<file path="config.mk">
export PLATFORM = sky130hd
export DESIGN_NAME = shift_seq_ctrl
export DESIGN_NICKNAME = d
export VERILOG_FILES = /design/src/rtl/shift_seq_ctrl.sv
export SDC_FILE = /design/constraint.sdc
export NUM_CORES = 1
export LEC_CHECK = 0
export ABC_AREA = 1
export CAP_MARGIN = 20
export CORE_ASPECT_RATIO = 1.4
export CORE_MARGIN = 1
export CORE_UTILIZATION = 45
export CTS_CLUSTER_DIAMETER = 30
export DETAILED_ROUTE_END_ITERATION = 8
export GPL_TIMING_DRIVEN = 0
export HOLD_SLACK_MARGIN = 0.15
export PLACE_DENSITY = 0.78
export SYNTH_ARGS = -nofsm -noshare
export SYNTH_HDL_FRONTEND = slang
export SYNTH_SLANG_ARGS = --single-unit
</file>
<file path="constraint.sdc">
create_clock -name clock -period 2.4 [get_ports clock]
set_input_delay 0.48 -clock clock [delete_from_list [all_inputs] [get_ports clock]]
set_output_delay 0.48 -clock clock [all_outputs]
set_load 0.03 [all_outputs]
</file>
<file path="src/rtl/shift_seq_ctrl.sv">
// ---------------------------------------------------------------------------
// shift_seq_ctrl
//
// Multicycle shift sequencer for the processor's shift path. A working
// register is shifted by one bit position per clock (SLL, SRL or SRA) until
// the requested amount is consumed, so the execute stage can share a tiny
// shifter instead of a full barrel shifter.
//
// Optional feature (macro SHIFT_SEQ_FAST4_EN): while at least four positions
// remain, each step shifts by four. Results are identical to the 1-bit build;
// only the latency changes (floor(n/4) + n mod 4 steps).
//
// Ports:
//   clock    in   1        system clock, rising edge
//   reset    in   1        synchronous active-high reset
//   start    in   1        request pulse, accepted in IDLE or DONE
//   op       in   2        00 SLL, 01 SRL, 10 SRA, 11 reserved (acts as SLL)
//   data_in  in   WIDTH    operand, sampled on the accepting edge
//   shamt    in   SHAMT_W  shift amount, sampled on the accepting edge
//   result   out  WIDTH    final shifted value, registered, held until the
//                          next operation completes
//   busy     out  1        high while shifting
//   done     out  1        one-cycle completion pulse
// ---------------------------------------------------------------------------
module shift_seq_ctrl #(
    parameter int WIDTH   = 32,
    parameter int SHAMT_W = 5
) (
    input  logic               clock,
    input  logic               reset,
    input  logic               start,
    input  logic [1:0]         op,
    input  logic [WIDTH-1:0]   data_in,
    input  logic [SHAMT_W-1:0] shamt,
    output logic [WIDTH-1:0]   result,
    output logic               busy,
    output logic               done
);

    typedef enum logic [1:0] {
        IDLE  = 2'd0,
        SHIFT = 2'd1,
        DONE  = 2'd2
    } state_t;

    localparam logic [1:0]         OP_SRL  = 2'b01;
    localparam logic [1:0]         OP_SRA  = 2'b10;
    localparam logic [SHAMT_W-1:0] CNT_ONE = SHAMT_W'(1);
`ifdef SHIFT_SEQ_FAST4_EN
    localparam logic [SHAMT_W-1:0] CNT_FOUR = SHAMT_W'(4);
`endif

    state_t             state;
    logic [WIDTH-1:0]   work;
    logic [SHAMT_W-1:0] count;
    logic [1:0]         op_r;

    // Next working value and remaining count for one SHIFT-state step.
    logic [WIDTH-1:0]   shifted;
    logic [SHAMT_W-1:0] count_nxt;

    // Single-position shift; reserved op code falls through to SLL.
    function automatic logic [WIDTH-1:0] step1(input logic [WIDTH-1:0] v,
                                               input logic [1:0]       o);
        logic signed [WIDTH-1:0] sv;
        sv = $signed(v);
        case (o)
            OP_SRL:  step1 = v >> 1;
            OP_SRA:  step1 = WIDTH'(sv >>> 1);
            default: step1 = v << 1;
        endcase
    endfunction

`ifdef SHIFT_SEQ_FAST4_EN
    // Four-position shift with the same fill rules as step1.
    function automatic logic [WIDTH-1:0] step4(input logic [WIDTH-1:0] v,
                                               input logic [1:0]       o);
        logic signed [WIDTH-1:0] sv;
        sv = $signed(v);
        case (o)
            OP_SRL:  step4 = v >> 4;
            OP_SRA:  step4 = WIDTH'(sv >>> 4);
            default: step4 = v << 4;
        endcase
    endfunction
`endif

    always_comb begin
        shifted   = step1(work, op_r);
        count_nxt = count - CNT_ONE;
`ifdef SHIFT_SEQ_FAST4_EN
        if (count >= CNT_FOUR) begin
            shifted   = step4(work, op_r);
            count_nxt = count - CNT_FOUR;
        end
`endif
    end

    always_ff @(posedge clock) begin
        if (reset) begin
            state  <= IDLE;
            result <= '0;
            busy   <= 1'b0;
            done   <= 1'b0;
            work   <= '0;
            count  <= '0;
            op_r   <= 2'b00;
        end else begin
            case (state)
                // DONE accepts a new request too, giving back-to-back issue.
                IDLE, DONE: begin
                    if (start) begin
                        work  <= data_in;
                        op_r  <= op;
                        count <= shamt;
                        if (shamt == '0) begin
                            // Nothing to shift: complete straight away.
                            result <= data_in;
                            state  <= DONE;
                            busy   <= 1'b0;
                            done   <= 1'b1;
                        end else begin
                            state <= SHIFT;
                            busy  <= 1'b1;
                            done  <= 1'b0;
                        end
                    end else begin
                        state <= IDLE;
                        busy  <= 1'b0;
                        done  <= 1'b0;
                    end
                end

                // start is ignored here; inputs are never re-sampled.
                SHIFT: begin
                    work  <= shifted;
                    count <= count_nxt;
                    // The step that consumes the last position publishes the
                    // value; intermediate values never reach result.
                    if (count_nxt == '0) begin
                        result <= shifted;
                        state  <= DONE;
                        busy   <= 1'b0;
                        done   <= 1'b1;
                    end
                end

                default: begin
                    state <= IDLE;
                    busy  <= 1'b0;
                    done  <= 1'b0;
                end
            endcase
        end
    end

endmodule

</file>
==> flow_summary_export.csv <==
group,metric,value,unit
routing,routed_via_density,5.50,
critical_path,r2r_setup_slack,0.57,ns
critical_path,rr_worst_depth,10,
grt,grt_pass1_wl,16300,µm
floorplan,die_h,108,µm
sta,setup_viol,0,
power_and_ir_drop,static-leakage-power,0.00191,µW
finish,antennaDiodeCount,0,
finish,syn2layout_area_growth,31.7,%
placement,placed_area,4460,µm²
placement,dp_hpwl,7010,µm
routing,post_drt_wl_per_cell,14.1,µm
critical_path,cp_slowest_cell,"clkdlybuf4s50_1",
placement,gp_congestion,0.905,
critical_path,crit_top_cell,"clkbuf_1",
min_path,hp-start,"result[10]",
finish,drive_gt1_share,9.97,%
cts,cts.clk_slew.worst_paths,0.07,ns
critical_path,setup.worst_path.end_class,"register",
cts,clk_latency,0.35,ns
min_path,hold_end,"result[10]",
routing,drtPass1Iterations,5,
cts,cts_buffers,9,
sta,hold_violations,0,
sta,timing.final.crit_share,80.6,%
cts,cts_buffer_depth,2,
synth,avgSynthCellArea,7.02,µm²
cts,cts_resized,0,
floorplan,io_pins,76,
grt,grt_antenna_before_repair,0,
cts,cts-root-buf,"clkbuf_8",
finish,final_cell_area,4730,µm²
critical_path,cp.required,2.68,ns
sta,skew,0.00880,ns
critical_path,critPathLaunchType,"primary input",
synth,yosysWarningCount,0,
synth,syn_nets,557,
sta,fmax,0.517,GHz
cts,htreeDepth,3,
synth,synth_cell_types,25,
sta,drv_slew,0,
critical_path,cpLargestDelayFamily,"buffers and inverters",
sta,slew_headroom,67.6,%
routing,drt_wl_total,9880,µm
synth,synthesis.instances,511,
grt,grt_usage,24.6,%
critical_path,path_max_fanout,10,
placement,portBuffers,75,
critical_path,r2r-end,"result[14]",
sta,worstMarginPinSlew,0.486,ns
critical_path,crit_type,"in2reg",
finish,fin_nets,643,
run_status,status,"finished clean",
synth,synth_top_cell_by_area,"dfxtp_1",
sta,tns,0,ns
synth,ys_seq_area_share,40.7,%
cts,cts_sinks,73,
power_and_ir_drop,vdd_ir_drop_max,0.591,mV
run,drv_cap,0,
critical_path,cp_num_buf_inv,4,
cts,postCtsSetupBuffers,0,
floorplan,start_util,46.3,%
routing,drc,0,
grt,grt_start_max_net_pins,13,
cts,hold_buffers,0,
critical_path,cp_cell_sequence,"clkdlybuf4s50_1 > inv_1 > clkbuf_1 > clkbuf_1 > nand2_1 > nor2_1",
critical_path,arrival,2.22,ns
sta,holdWs,0.482,ns
floorplan,dieArea,8340,µm²
cts,tritoncts,"done",
synth,synthTopCellsByArea,"dfxtp_1, a21oi_1, nand3_1",
routing,vias,3861,
critical_path,cp_slowest_stage_delay,0.56,ns
min_path,hold_class,"reg2reg",
floorplan,core-area,7750,µm²
sta,rsz0062_at_grt,"false",
synth,syn_area,3590,µm²
floorplan,die_w,77.5,µm
sta,period_needed,1.93,ns
synth,synth_top_cell_area_share,40.7,%
synth,ys_seq_elements,73,
floorplan,rows,38,
routing,antenna_left,0,
min_path,holdPathStages,2,
power_and_ir_drop,power.density,803,nW/µm²
critical_path,r2r_start,"op_r[0]",
routing,drtIter0Drc,359,
grt,grt_pass1_vias,3624,
grt,grt_overflow,0,
-- cells in the mapped netlist --
master,count
o21ai_0,37
nor2_1,42
inv_1,17
buf_2,23
nand2_2,1
buf_4,2
nand2_1,83
nor2_2,2
clkbuf_1,8
o211ai_1,1
inv_2,3
o22ai_1,1
a21oi_1,97
or2_1,1
a31oi_1,2
nand2_4,1
ha_1,4
buf_1,1
a221oi_1,1
nand3_1,69
dfxtp_1,73
buf_6,10
o21ai_1,30
o21ai_2,1
nand3_2,1
-- power by group --
part	switching [µW]	internal [µW]
Sequential	96.5	1360
Combinational	662	430
Clock	473	776
Total	1230	2570
-- worst register-to-register path: stages, from the launching register on --
cell and delay [ns]:
dfxtp_1 0.34, inv_1 0.06, ha_1 0.28, buf_2 0.15, clkbuf_1 0.40, a21oi_1 0.14
nand2_1 0.08, o21ai_1 0.08, nand3_1 0.13, nand2_1 0.06, nor2_1 0.07
-- layout make-up --
| type | instances | area (µm²) |
|---|---|---|
| multi-input cells | 374 | 1780 |
| repair buffers | 75 | 751 |
| inverters | 20 | 75.1 |
| clock inverters | 4 | 97.6 |
| plain buffers | 44 | 277 |
| clock buffers | 12 | 165 |
| well taps | 100 | 125 |
| fillers | 749 | 3020 |
| flip-flops and latches | 73 | 1460 |
-- stage by stage --
stage | cells | total power, µW | worst slack (ns) | util, %
final | 702 | 3800 | 0.466 | 61.0
after global routing | 702 | 4000 | 0.322 | 61.0
after CTS | 702 | 3780 | 0.484 | 61.0
after detailed placement | 686 | 2560 | 0.136 | 57.6
after global placement | 686 | 2530 | 0.137 | 57.6
after floorplan | 511 | 2190 | 0.877 | -
-- registers in the layout, indices dropped and copies added, names as in the netlist --
| signal | cells |
|---|---|
| count | 5 |
| work | 32 |
| op_r | 2 |
| busy | 1 |
| result | 32 |
| done | 1 |
-- kinds of logic after synthesis --
kind of cell / Yosys count / share of synthesized area (%)
buffers and inverters: 64 / 9.80
adders and majority gates: 4 / 1.39
and+or+nand+nor: 200 / 24.0
AOI/OAI and AO/OA: 170 / 24.1
DFF: 73 / 40.7
-- metal layers --
layer / track usage, % / up-vias / share of wire [%]
met5: 0 / - / 0
met3: 4.07 / 34 / 5.6
met4: 13.2 / 0 / 3.5
li1: - / 1902 / -
met1: 30.0 / 1758 / 42
met2: 41.0 / 167 / 49
-- cell usage in the layout (no fill, tap or decap), types with 3 or more instances in the layout --
| cell type | count |
|---|---|
| a21oi_1 | 97 |
| nand2_1 | 83 |
| clkdlybuf4s50_1 | 75 |
| dfxtp_1 | 73 |
| nand3_1 | 69 |
| nor2_1 | 42 |
| o21ai_0 | 37 |
| o21ai_1 | 30 |
| buf_2 | 23 |
| inv_1 | 17 |
| clkbuf_8 | 12 |
| buf_6 | 10 |
| clkbuf_1 | 8 |
| ha_1 | 4 |
| inv_2 | 3 |
| bufinv_16 | 3 |
-- worst max-delay path by stage --
stage               slack [ns]  startpoint  depth (start not counted)         end
finish                    0.47       reset                          6   result[0]
global route              0.32       reset                          6  result[28]
CTS                       0.48       reset                          6  result[28]
detailed placement        0.14       reset                          6   result[3]
global placement          0.14       reset                          6   result[2]
floorplan                 0.88     op_r[0]                         10   result[3]
Power figures use the tool's default switching activity.
